`src/rtl/recirc_mem_pkg.sv`:
```
// rtl/recirc_mem_pkg.sv - shared FSM encoding and ring depth helper for recirc_shift_mem
package recirc_mem_pkg;

    typedef enum logic {
        IDLE = 1'b0,
        WAIT = 1'b1
    } state_e;

    function automatic int unsigned depth_of(input int unsigned addr_bits);
        return 32'd1 << addr_bits;
    endfunction

endpackage

```
`src/rtl/word_ring.sv`:
```
// rtl/word_ring.sv - recirculating shift ring; stage 0 is the head, optional write-back at the tail
module word_ring
    import recirc_mem_pkg::*;
#(
    parameter int ADDR_BITS = 5,
    parameter int DATA_BITS = 8
) (
    input  logic                 clk,
    input  logic                 rst_n,
    input  logic                 wr_en,
    input  logic [DATA_BITS-1:0] wr_data,
    output logic [DATA_BITS-1:0] head_data
);

    localparam int D = depth_of(ADDR_BITS);

    logic [DATA_BITS-1:0] stage_q [D];
    logic [DATA_BITS-1:0] stage_d [D];

    // Rotate one step toward the head; the head word re-enters at the tail unless replaced.
    always_comb begin
        for (int i = 0; i < D - 1; i++) begin
            stage_d[i] = stage_q[i + 1];
        end
        stage_d[D - 1] = wr_en ? wr_data : stage_q[0];
    end

    // Ring storage; reset clears every stage and suppresses rotation for that edge.
    always_ff @(posedge clk) begin
        if (!rst_n) begin
            for (int i = 0; i < D; i++) begin
                stage_q[i] <= '0;
            end
        end else begin
            stage_q <= stage_d;
        end
    end

    assign head_data = stage_q[0];

endmodule

```
`src/rtl/recirc_shift_mem.sv`:
```
// rtl/recirc_shift_mem.sv - request FSM, address latch, head counter and response register around word_ring
module recirc_shift_mem
    import recirc_mem_pkg::*;
#(
    parameter int ADDR_BITS = 5,
    parameter int DATA_BITS = 8
) (
    input  logic                 clk,
    input  logic                 rst_n,
    input  logic                 req_valid,
    output logic                 req_ready,
    input  logic                 req_we,
    input  logic [ADDR_BITS-1:0] req_addr,
    input  logic [DATA_BITS-1:0] req_wdata,
    output logic                 rsp_valid,
    output logic [DATA_BITS-1:0] rsp_rdata,
    output logic [ADDR_BITS-1:0] head_addr
);

    state_e               state_q, state_d;
    logic                 we_q, we_d;
    logic [ADDR_BITS-1:0] addr_q, addr_d;
    logic [DATA_BITS-1:0] wdata_q, wdata_d;
    logic [ADDR_BITS-1:0] head_q, head_d;
    logic                 rsp_valid_q, rsp_valid_d;
    logic [DATA_BITS-1:0] rsp_rdata_q, rsp_rdata_d;

    logic                 hit;
    logic                 ring_wr_en;
    logic [DATA_BITS-1:0] ring_head;

    word_ring #(
        .ADDR_BITS (ADDR_BITS),
        .DATA_BITS (DATA_BITS)
    ) u_ring (
        .clk       (clk),
        .rst_n     (rst_n),
        .wr_en     (ring_wr_en),
        .wr_data   (wdata_q),
        .head_data (ring_head)
    );

    // A write hit swaps: the old head word goes to the response, the latched data re-enters the ring.
    assign ring_wr_en = hit && we_q;

    // Next-state: accept in IDLE, wait for the target word to reach the head, then respond.
    always_comb begin
        state_d     = state_q;
        we_d        = we_q;
        addr_d      = addr_q;
        wdata_d     = wdata_q;
        head_d      = head_q + 1'b1;
        rsp_valid_d = 1'b0;
        rsp_rdata_d = rsp_rdata_q;
        hit         = 1'b0;
        case (state_q)
            IDLE: begin
                if (req_valid) begin
                    we_d    = req_we;
                    addr_d  = req_addr;
                    wdata_d = req_wdata;
                    state_d = WAIT;
                end
            end
            WAIT: begin
                if (head_q == addr_q) begin
                    hit         = 1'b1;
                    rsp_valid_d = 1'b1;
                    rsp_rdata_d = ring_head;
                    state_d     = IDLE;
                end
            end
            default: state_d = IDLE;
        endcase
    end

    // Control and response registers; reset abandons any in-flight request.
    always_ff @(posedge clk) begin
        if (!rst_n) begin
            state_q     <= IDLE;
            we_q        <= 1'b0;
            addr_q      <= '0;
            wdata_q     <= '0;
            head_q      <= '0;
            rsp_valid_q <= 1'b0;
            rsp_rdata_q <= '0;
        end else begin
            state_q     <= state_d;
            we_q        <= we_d;
            addr_q      <= addr_d;
            wdata_q     <= wdata_d;
            head_q      <= head_d;
            rsp_valid_q <= rsp_valid_d;
            rsp_rdata_q <= rsp_rdata_d;
        end
    end

    assign req_ready = (state_q == IDLE);
    assign rsp_valid = rsp_valid_q;
    assign rsp_rdata = rsp_rdata_q;
    assign head_addr = head_q;

endmodule

```
`config.mk`:
```
export PLATFORM = sky130hd
export DESIGN_NAME = recirc_shift_mem
export DESIGN_NICKNAME = d
export VERILOG_FILES = /design/src/rtl/recirc_mem_pkg.sv /design/src/rtl/word_ring.sv /design/src/rtl/recirc_shift_mem.sv
export SDC_FILE = /design/constraint.sdc
export NUM_CORES = 1
export LEC_CHECK = 0
export CORE_UTILIZATION = 60
export DETAILED_ROUTE_END_ITERATION = 10
export HOLD_SLACK_MARGIN = 0.12
export MAX_ROUTING_LAYER = met4
export PLACE_DENSITY = 0.76
export SYNTH_ARGS = -nofsm -noshare
export SYNTH_HDL_FRONTEND = slang
export SYNTH_HIERARCHICAL = 1
export SYNTH_SLANG_ARGS = --single-unit
```
`constraint.sdc`:
```
create_clock -name clk -period 4.7 [get_ports clk]
set_input_delay 0.94 -clock clk [delete_from_list [all_inputs] [get_ports clk]]
set_output_delay 0.94 -clock clk [all_outputs]
set_load 0.05 [all_outputs]
```
==> run metrics <==
# diodes 0; first-pass GRT wire length 19,000 um; Yosys reg bits 285; I/O Pins 32; status finished clean; CP Cell Sequence clkdlybuf4s50_1; row count 42; hold_buf cts 0; Initial DRC Count 208; most frequent cells in the layout dfxtp_1 (285), and2_1 (254), nand2_1 (45), clkdlybuf4s50_1 (30), clkbuf_16 (27); Worst-path clk slew 0.06 ns; CP Buf/Inv Count 1; Slowest cell on crit path clkdlybuf4s50_1; PortBufs 31; synth unique cells 23; gr usage total 16.9%; PD cells 509 nW/um^2; CP endpoint kind output port; vias in the first global route 4,051; postcts setup bufs 0; via count 4,023; DP HPWL 5670 um; Slew Limit Fails 0; GRT overflow 0; Ys Warns 6; clock sink count 285; fin area 9410 um^2; startpoint class of the critical path register; syn nets 694; gp weighted congestion 0.709; Leak Pwr 3.82 nW; Synth area leaders dfxtp_1 (70%), and2_1 (20%), nand2_1 (2.1%); # DRC 0; vias per std cell 4.49; antenna violations before repair 0; Worst Tran Pin Value 0.929 ns; maxcap violations 0; Layout area overhead 16.1%; Peak VDD IR 0.316 mV; Avg WL per Cell 12.0 um; worst path arrival time 1.79 ns; FMAX 366 MHz; Root Buffer clkbuf_16; Worst Skew 0.0107 ns; top cell type's share of synthesized area 70.4%; Worst-Skew Late Latency 0.51 ns; worst reg-to-reg path cell count 6; Setup TNS Final 0 ns; Final nets 719; fraction of the cycle the final worst path needs 58.1%; most common cell after layout, fill and taps aside dfxtp_1; Levels on crit path 1; Core Box Area 13,200 um^2; number of CTS-inserted buffers 26; Syn Std Cell Area 8110 um^2; largest net degree at the start of global routing 191; worst hold path class register to register; CTS tree yes; Required @ worst endpoint 3.76 ns; post-synthesis cell count 676; # setup viols final 0; sequential area share after synthesis 70.4%; H-tree depth 1; Tmin final 2.73 ns; RSZ-0062 raised after global routing no; Area after DPL 8460 um^2; drt total wl 10,700 um; Pwr Total 4.79 mW; crit-path max cell delay 0.85 ns; Rel. slew slack 37.7%; layout cells sized above 1 5.97%; CP top delay family buffers and inverters; Die X 118 um; initial core utilization 61.4%; Worst Path Max Fanout 5; Syn Area/Cell 12.0 um^2; CTS resizes 0; Max clock buf depth 3; Final Hold Fails 0; Die H 118 um; Antenna Nets Post-Route 0; Pre-Repair DR Iteration Count 4; FF-to-FF setup slack 2.12 ns; hold depth 1; die area 14,000 um^2; WS Path Type register to output port; cell taking the most area after synthesis dfxtp_1
==> power breakdown <==
part           switching [mW]  internal, mW
clock                   0.829          1.43
sequential            0.00794          2.43
combinational          0.0591        0.0363
==> sequential cells by signal, indices dropped and copies added (netlist names) <==
signal / count
u_ring/stage_d: 248
rsp_rdata: 8
u_ring/head_data: 8
wdata_q: 8
addr_q: 5
head_addr: 5
rsp_valid: 1
state_q: 1
we_q: 1
==> metrics by stage <==
step                      instances  setup WS, ns  hold slack [ns]  util (%)
after detailed placement        849          2.12            0.418      64.2
after global placement          849          2.20            0.414      64.2
after global routing            896          1.92            0.440      71.3
after CTS                       896          1.94            0.431      71.3
final                           896          1.97            0.425      71.3
after floorplan                 676          2.63            0.406         -
==> synth_stat cells <==
library cell	count
nand2_1	45
buf_6	1
a21boi_0	10
o21ai_0	1
a21boi_1	4
mux2i_1	16
nor3_2	1
inv_1	1
clkbuf_2	24
and2_1	254
nor2_1	1
xor2_1	2
nand3_1	2
buf_2	4
xnor2_1	6
ha_1	1
and2b_1	3
clkbuf_1	4
nor2b_1	7
dfxtp_1	285
buf_4	1
nand4_1	1
clkbuf_4	2
==> routing by layer <==
layer	part of all wire (%)	vias up	routed length [um]	track usage (%)
met5	0	-	0	-
met2	44	46	4730	25.7
met3	3.5	20	370	3.28
met4	2.3	0	244	5.61
met1	50	1850	5380	22.7
li1	-	2107	-	-
==> worst paths after layout <==
| path | from | end |
|---|---|---|
| max | head_addr[2] | head_addr[2] |
| min | u_ring/stage_d[143] | u_ring/stage_d[151] |
| max reg2reg | head_addr[3] | u_ring/stage_d[13] |
| min reg2reg | u_ring/stage_d[143] | u_ring/stage_d[151] |
==> kinds of logic after synthesis <==
| kind of cell | after synthesis | synth area share [%] |
|---|---|---|
| adder cells (fa/ha/maj) | 1 | 0.154 |
| flip-flops | 285 | 70.4 |
| buffers and inverters | 37 | 2.38 |
| multiplexers | 16 | 1.98 |
| AND/OR/NAND/NOR | 314 | 22.9 |
| XOR/XNOR | 8 | 0.864 |
| AO/OA/AOI/OAI | 15 | 1.36 |
==> final cells by class <==
cell class                 count  area [um^2]
timing repair buffer          33          327
sequential                   285         5710
clock buffer                  38          747
inverter                       1         3.75
clock inverter                 9          198
fill                         914         3780
tap                          176          220
multi-input combinational    354         2210
No activity file was read; power rests on OpenSTA's default activity.
